===== src/rtl/td4x_pkg.sv =====
// td4x_pkg: opcode map, FSM states and shared widths
// for the td4x multi-cycle core.
package td4x_pkg;

  localparam int OPC_W = 4;

  typedef enum logic [OPC_W-1:0] {
    OP_ADD_A  = 4'b0000,
    OP_MOV_AB = 4'b0001,
    OP_IN_A   = 4'b0010,
    OP_MOV_AI = 4'b0011,
    OP_MOV_BA = 4'b0100,
    OP_ADD_B  = 4'b0101,
    OP_IN_B   = 4'b0110,
    OP_MOV_BI = 4'b0111,
    OP_ADD_AB = 4'b1000,
    OP_OUT_B  = 4'b1001,
    OP_SUB_A  = 4'b1010,
    OP_OUT_I  = 4'b1011,
    OP_JC     = 4'b1100,
    OP_HLT    = 4'b1101,
    OP_JNC    = 4'b1110,
    OP_JMP    = 4'b1111
  } opcode_e;

  typedef enum logic [1:0] {
    ST_IDLE = 2'd0,
    ST_REQ  = 2'd1,
    ST_EXEC = 2'd2,
    ST_HALT = 2'd3
  } state_e;

endpackage


===== src/rtl/td4x_exec.sv =====
// td4x_exec: combinational next-register function for one
// instruction held in IR.
module td4x_exec
  import td4x_pkg::*;
#(
  parameter int W  = 4,
  parameter int IW = OPC_W + W
) (
  input  logic [IW-1:0] ir,
  input  logic [W-1:0]  a,
  input  logic [W-1:0]  b,
  input  logic          cf,
  input  logic [W-1:0]  ip,
  input  logic [W-1:0]  in_data,
  output logic [W-1:0]  a_n,
  output logic [W-1:0]  b_n,
  output logic          cf_n,
  output logic [W-1:0]  ip_n,
  output logic [W-1:0]  out_n,
  output logic          out_we,
  output logic          halt
);

  always_comb begin
    opcode_e      op;
    logic [W-1:0] imm;
    logic [W:0]   sum;
    op     = opcode_e'(ir[IW-1:W]);
    imm    = ir[W-1:0];
    sum    = '0;
    a_n    = a;
    b_n    = b;
    cf_n   = 1'b0;
    ip_n   = ip + {{(W-1){1'b0}}, 1'b1};
    out_n  = '0;
    out_we = 1'b0;
    halt   = 1'b0;
    unique case (op)
      OP_ADD_A: begin
        sum         = {1'b0, a} + {1'b0, imm};
        {cf_n, a_n} = sum;
      end
      OP_MOV_AB: a_n = b;
      OP_IN_A:   a_n = in_data;
      OP_MOV_AI: a_n = imm;
      OP_MOV_BA: b_n = a;
      OP_ADD_B: begin
        sum         = {1'b0, b} + {1'b0, imm};
        {cf_n, b_n} = sum;
      end
      OP_IN_B:   b_n = in_data;
      OP_MOV_BI: b_n = imm;
      OP_ADD_AB: begin
        sum         = {1'b0, a} + {1'b0, b};
        {cf_n, a_n} = sum;
      end
      OP_OUT_B: begin
        out_n  = b;
        out_we = 1'b1;
      end
      // Top bit of the widened difference is the borrow.
      OP_SUB_A: begin
        sum         = {1'b0, a} - {1'b0, imm};
        {cf_n, a_n} = sum;
      end
      OP_OUT_I: begin
        out_n  = imm;
        out_we = 1'b1;
      end
      OP_JC:  if (cf) ip_n = imm;
      OP_HLT: begin
        ip_n = ip;
        halt = 1'b1;
      end
      OP_JNC: if (!cf) ip_n = imm;
      OP_JMP: ip_n = imm;
    endcase
  end

endmodule


===== src/rtl/td4x_core.sv =====
// td4x_core: fetch/execute FSM and architectural registers
// around td4x_exec, with a req/ack instruction port.
module td4x_core
  import td4x_pkg::*;
#(
  parameter int           W         = 4,
  parameter logic [W-1:0] RESET_VEC = '0,
  parameter int           IW        = OPC_W + W
) (
  input  logic          clk,
  input  logic          rst,
  input  logic          run,
  output logic          imem_req,
  output logic [W-1:0]  imem_addr,
  input  logic          imem_ack,
  input  logic [IW-1:0] imem_data,
  input  logic [W-1:0]  in_data,
  output logic [W-1:0]  out_data,
  output logic          out_valid,
  output logic          halted
);

  typedef struct packed {
    logic [W-1:0] a;
    logic [W-1:0] b;
    logic [W-1:0] ip;
    logic         cf;
  } regs_t;

  state_e        state_q, state_d;
  regs_t         regs_q, regs_d;
  logic [IW-1:0] ir_q, ir_d;
  logic [W-1:0]  out_q, out_d;
  logic          out_valid_q, out_valid_d;

  logic [W-1:0]  x_a, x_b, x_ip, x_out;
  logic          x_cf, x_we, x_halt;

  td4x_exec #(.W(W), .IW(IW)) u_exec (
    .ir      (ir_q),
    .a       (regs_q.a),
    .b       (regs_q.b),
    .cf      (regs_q.cf),
    .ip      (regs_q.ip),
    .in_data (in_data),
    .a_n     (x_a),
    .b_n     (x_b),
    .cf_n    (x_cf),
    .ip_n    (x_ip),
    .out_n   (x_out),
    .out_we  (x_we),
    .halt    (x_halt)
  );

  always_comb begin
    state_d     = state_q;
    regs_d      = regs_q;
    ir_d        = ir_q;
    out_d       = out_q;
    out_valid_d = 1'b0;
    unique case (state_q)
      ST_IDLE: if (run) state_d = ST_REQ;
      ST_REQ: begin
        if (imem_ack) begin
          ir_d    = imem_data;
          state_d = ST_EXEC;
        end
      end
      ST_EXEC: begin
        regs_d = '{a: x_a, b: x_b, ip: x_ip, cf: x_cf};
        if (x_we) begin
          out_d       = x_out;
          out_valid_d = 1'b1;
        end
        if (x_halt)   state_d = ST_HALT;
        else if (run) state_d = ST_REQ;
        else          state_d = ST_IDLE;
      end
      ST_HALT: ;
    endcase
  end

  always_ff @(posedge clk) begin
    if (rst) begin
      state_q     <= ST_IDLE;
      regs_q      <= '{a: '0, b: '0, ip: RESET_VEC, cf: 1'b0};
      ir_q        <= '0;
      out_q       <= '0;
      out_valid_q <= 1'b0;
    end else begin
      state_q     <= state_d;
      regs_q      <= regs_d;
      ir_q        <= ir_d;
      out_q       <= out_d;
      out_valid_q <= out_valid_d;
    end
  end

  assign imem_req  = (state_q == ST_REQ);
  assign imem_addr = regs_q.ip;
  assign out_data  = out_q;
  assign out_valid = out_valid_q;
  assign halted    = (state_q == ST_HALT);

endmodule


===== config.mk =====
export PLATFORM = sky130hd
export DESIGN_NAME = td4x_core
export DESIGN_NICKNAME = d
export VERILOG_FILES = /design/src/rtl/td4x_pkg.sv /design/src/rtl/td4x_exec.sv /design/src/rtl/td4x_core.sv
export SDC_FILE = /design/constraint.sdc
export NUM_CORES = 1
export LEC_CHECK = 0
export ABC_AREA = 1
export CAP_MARGIN = 25
export CORE_ASPECT_RATIO = 1.75
export CORE_MARGIN = 10
export CORE_UTILIZATION = 40
export CTS_CLUSTER_SIZE = 14
export DETAILED_ROUTE_END_ITERATION = 6
export PLACE_DENSITY = 0.66
export SLEW_MARGIN = 30
export SYNTH_ARGS = -nofsm -noshare
export SYNTH_HDL_FRONTEND = slang
export SYNTH_SLANG_ARGS = --single-unit

===== constraint.sdc =====
create_clock -name clk -period 3.35 [get_ports clk]
set_input_delay 0.8375 -clock clk [delete_from_list [all_inputs] [get_ports clk]]
set_output_delay 0.8375 -clock clk [all_outputs]
set_load 0.01 [all_outputs]

Word-level counts from Yosys, hierarchy flattened. Index checks and enable logic that the tools add are counted.

Register bits: 28. Input bits: 16. Word-level logic and storage cells: 63.

$add $sub $neg: 5. Reduce and logical (&&, ||, !) cells: 13. Equality and inequality tests: 20. Muxes and demuxes: 15. Bitwise logic cells: 2.

Operators with widths (number): equality test 4 bit (second input constant) (8); case mux 4 bit (4 select lines) (2); case mux 4 bit (6 select lines) (1); equality test 4 x 3 -> 1 bit (second input constant) (4); adder 4 x 4 -> 5 bit (3); AND reduction 2 bit (5); equality test 4 x 2 -> 1 bit (second input constant) (2); 2-to-1 mux 4 bit (2); case mux 4 bit (2 select lines) (1); 2-to-1 mux 2 bit (3); case mux 2 bit (3 select lines) (1); nonzero test 6 bit (1); subtractor 4 x 4 -> 5 bit (1); adder 4 x 1 -> 4 bit (second input constant) (1); equality test 2 bit (second input constant) (2); equality test 4 x 1 -> 1 bit (second input constant) (1); logical NOT 4 bit (1); 2-to-1 mux 1 bit (4); case mux 1 bit (4 select lines) (1); nonzero test 4 bit (1); OR reduction 2 bit (2); AND reduction 3 bit (1); nonzero test 3 bit (1); equality test 2 x 1 -> 1 bit (second input constant) (1); 4 further kinds (5).

Logic depth before layout (Yosys ltp).
Depth in word-level cells: 4. Depth in mapped cells: 11. Depth with buffers taken out: 11.

By module. From an unflattened synthesis, not the netlist that was laid out.

Cell total of the unflattened synthesis: 361. Area total of the unflattened synthesis: 2273.4 µm².

By module, submodules not included: td4x_exec (area each 1182.4 µm², cells an instance 217, times used 1, seq. area each 0.0 µm²); td4x_core (area each 1091.0 µm², cells an instance 144, times used 1, seq. area each 560.5 µm²).

Worst setup path after synthesis. No wires, ideal clock.

Path type: register to register. Start point: register regs_q[5] (netlist name). End point: register regs_q[0] (netlist name). Library setup time: 0.117 ns. Stages on the path, launching flop included: 11. Data required time: 3.233 ns. Slack: 1.797 ns. Data arrival time: 1.436 ns. Buffers on the path: 0. Cells stage by stage: dfxtp_1 ha_1 fa_1 nand2_1 inv_1 nor2_1 nor2_1 o21ai_0 nand2_1 nor2_1 nor2_1.

Word-level cells in the longest chain between the ends: 2. Elaborated cells between the ends (all ways): 3. Those cells by class: add/sub (2); mux (1).

Ends and longest elaborated chain: from (decl) (RTL line td4x_core.sv:31) `regs_t regs_q, regs_d;`; from (signal assigned) (RTL line td4x_core.sv:86) `regs_q <= '{a: '0, b: '0, ip: RESET_VEC, cf: 1'b0};`; from (signal assigned) (RTL line td4x_core.sv:92) `regs_q <= regs_d;`; adder 4 x 4 -> 5 bit (on tied branches) (RTL line td4x_exec.sv:54, td4x_exec.sv:48); case mux 1 bit (4 select lines) (*) (RTL line td4x_exec.sv:38) `unique case (op)`.

Mark *: on every way between the ends. The rest lies on a longest branch, timed or not. A chain may end at the register's enable or synchronous reset.

Worst setup path after layout.
Start point: register state_q[1]. End point: output port imem_req.

Word-level cells in the longest chain between the ends: 1.

Ends and longest elaborated chain: from (decl) (RTL line td4x_core.sv:30) `state_e state_q, state_d;`; from (signal assigned) (RTL line td4x_core.sv:91) `state_q <= state_d;`; equality test 2 x 1 -> 1 bit (RTL line td4x_core.sv:99) `assign imem_req = (state_q == ST_REQ);`; to (decl) (RTL line td4x_core.sv:13) `output logic imem_req,`.

Every way passes these cells.

==> results by group <==
STA
  – Max-slew headroom at the worst pin: 60.7%
  – Final slew viol count: 0
  – Worst hold margin: 0.501 ns
  – Achievable Freq: 0.435 GHz
  – Finish-stage setup viols: 0
  – Final worst slack: 1.05 ns
  – Hold Fails Final Rpt: 0
  – Max Clock Skew: 0.00546 ns
  – Final TNS setup: 0 ns
  – RSZ-0062 raised after global routing: no
  – Worst Tran Pin Value: 0.587 ns
  – Minimum clock period: 2.30 ns
  – Final cycle utilization of the critical path: 68.6%

Finish
  – Multi-input gate area: 0.00138 mm²
  – Filler cells: 560
  – Antenna Cells: 0
  – P&R area growth vs syn: 15.5%
  – Register Area: 561 µm²
  – Layout Nets: 389
  – Share of cells above drive strength 1: 6.92%

Synthesis
  – Synthesized Nets: 368
  – Netlist cell types: 28
  – Seq/Total Area, Yosys: 25.6%
  – Synth Area per Inst: 6.70 µm²
  – Synth warn: 0
  – Post-Syn Area: 0.00219 mm²
  – Yosys reg bits: 28
  – Synth Instances: 327

Die
  – Initial Utilization: 41.3%
  – Full die area: 0.00895 mm²
  – Die Wd: 75.9 µm
  – I/O pins: 27
  – Height of the die: 118 µm
  – # rows: 35
  – Core ar.: 0.00530 mm²

Clock tree
  – Max clock buf depth: 2
  – CTS Buf Count: 3
  – Worst skew pair latency: 0.28 ns
  – CTS Hold Bufs: 0
  – Clock root buffer: clkbuf_8
  – H-tree depth: 1
  – Sink Count: 28
  – Post-CTS sizing: 0
  – Setup Buffers After CTS: 0
  – CTS tree: done
  – Clk slew on worst S/H paths: 0.10 ns

Critical path
  – Slowest stage cell, crit path: clkdlybuf4s50_1
  – Worst Setup End Kind: output port
  – Worst reg2reg startpoint: ir_q[1]
  – Slowest cell delay on critical path: 0.55 ns
  – Critical Path Start Type: flop
  – R2R Path End: regs_q[0]
  – R2R Setup Slk: 1.41 ns
  – Critical path peak fanout: 4
  – Crit path DAT: 1.46 ns
  – Worst path buffer plus inverter count: 2
  – Critical path class: reg2out
  – CP top delay family: buffers and inverters
  – Crit-path cells: inv_1, ha_1, clkdlybuf4s50_1
  – Worst R2R Path Depth: 9
  – Critical Path RT: 2.51 ns

Drt
  – WL final: 6.17 mm
  – DR vias: 2155
  – Vias/cell: 5.12
  – DR iter-0 viols: 119
  – Drt first pass iters: 4
  – DRT antenna net count: 0
  – DRC: 0
  – Wire length per cell: 14.7 µm

Placement
  – Port Buffer Count: 26
  – RePlAce Congestion: 0.914
  – Post-DP HPWL: 4.94 mm
  – Dpl ws: 0.953 ns

GRT
  – Total Routing Usage GR: 13.7%
  – Initial antenna violation count: 0
  – First-pass GRT wire length: 10.2 mm
  – Vias in the first global route: 2089
  – Remaining global-route overflow: 0
  – Pin count of the biggest net entering global routing: 17

Worst hold path
  – WHS Endpoint: imem_addr[3]
  – Worst hold path cell count: 2
  – Hold Crit Start: imem_addr[3]
  – Hold Crit Class: reg2reg

Outcome
  – Outcome: completed

Power and ir drop
  – PwrDens: 583 mW/mm²
  – VDD IR max: 0.000163 V
  – Static leakage: 1.19 nW

Flow run
  – # Max-Cap Violations: 0
registers in the layout, summed over array words and instances (netlist names):
register / cells
regs_q: 9
ir_q: 8
imem_addr: 4
out_data: 4
state_q: 2
out_valid: 1
synthesized netlist by cell type:
cell      count  area, µm²
o21ai_1       4       20.0
buf_6         2       22.5
fa_1          4       80.1
nor3_1        2       10.0
buf_4         4       30.0
o22ai_1       3       18.8
inv_1        38        143
a21oi_1      33        165
nand3_2       2       20.0
xnor2_1       1       8.76
inv_6         1       8.76
nand3_1      28        140
nand2_1      61        229
o21ai_0      28        140
dfxtp_1      28        561
inv_2         9       33.8
ha_1         21        263
nand2_2       2       12.5
clkbuf_1      3       11.3
nand4_1       1       6.26
nor2_8        1       20.0
nor2_1       39        146
buf_2         1       5.00
nor2_4        4       45.0
nor2_2        1       6.26
a31oi_1       2       12.5
xor2_1        2       17.5
o211ai_1      2       15.0
cell families after synthesis:
kind of cell	after synthesis	share of synthesized area, %
simple gates	141	29.0
compound gates	72	17.0
buf+inv	58	11.6
flops	28	25.6
fa+ha+maj	25	15.6
xor+xnor	3	1.20
per-stage QoR:
step | total power, mW | util [%] | instance area [µm²] | instances
after global placement | 1.25 | 46.7 | 2470 | 417
final | 1.47 | 47.7 | 2530 | 421
after CTS | 1.48 | 47.7 | 2530 | 421
after detailed placement | 1.26 | 46.7 | 2470 | 417
after global routing | 1.61 | 47.7 | 2530 | 421
after floorplan | 1.06 | - | 2190 | 327
cell type report:
cell class | count | area share, %
sequential | 28 | 22.2
tap | 74 | 3.66
timing repair buffer | 26 | 10.3
inverter | 48 | 7.32
clock buffer | 4 | 2.18
multi-input combinational | 241 | 54.4
worst max-delay path by stage:
stage | start | slack, ns | to | cells after the start
2_1_floorplan | regs_q[5] | 1.80 | regs_q[0] | 10
3_3_place_gp | rst | 0.99 | out_data[0] | 4
3_5_place_dp | rst | 0.95 | ir_q[3] | 4
4_1_cts | state_q[1] | 1.04 | imem_req | 3
5_1_grt | state_q[1] | 0.97 | imem_req | 3
6_report | state_q[1] | 1.05 | imem_req | 3
worst register-to-register path: cells and delay by family, from the launching register on:
family / cells / cell delay, ns
flops: 1 / 0.56
fa+ha+maj: 1 / 0.44
buf+inv: 2 / 0.37
simple gates: 4 / 0.29
compound gates: 2 / 0.23
layer usage:
| metal | GRT usage (%) | part of all wire, % |
|---|---|---|
| met2 | 26.2 | 55 |
| met1 | 14.1 | 39 |
| met3 | 1.53 | 3.5 |
| met4 | 6.55 | 2.2 |
| met5 | 0 | 0 |
cell usage in the layout (no fill, tap or decap), types with 3 or more instances in the layout:
cell type and instances:
a21oi_1 33, clkdlybuf4s50_1 26, inv_1 38, ha_1 21
nor2_1 39, nor2_4 4, nand2_1 61, o21ai_0 28
inv_2 9, clkbuf_8 4, o22ai_1 3, fa_1 4
nand3_1 28, dfxtp_1 28, o21ai_1 4
report_power, final:
group          internal, mW  total, mW  leakage [nW]  switching (mW)
Sequential            0.403      0.530         0.228           0.127
Clock                 0.106      0.217        0.0288           0.112
Combinational         0.277      0.728         0.930           0.450
Total                 0.786       1.47          1.19           0.689
(Power assumes the default switching activity.)
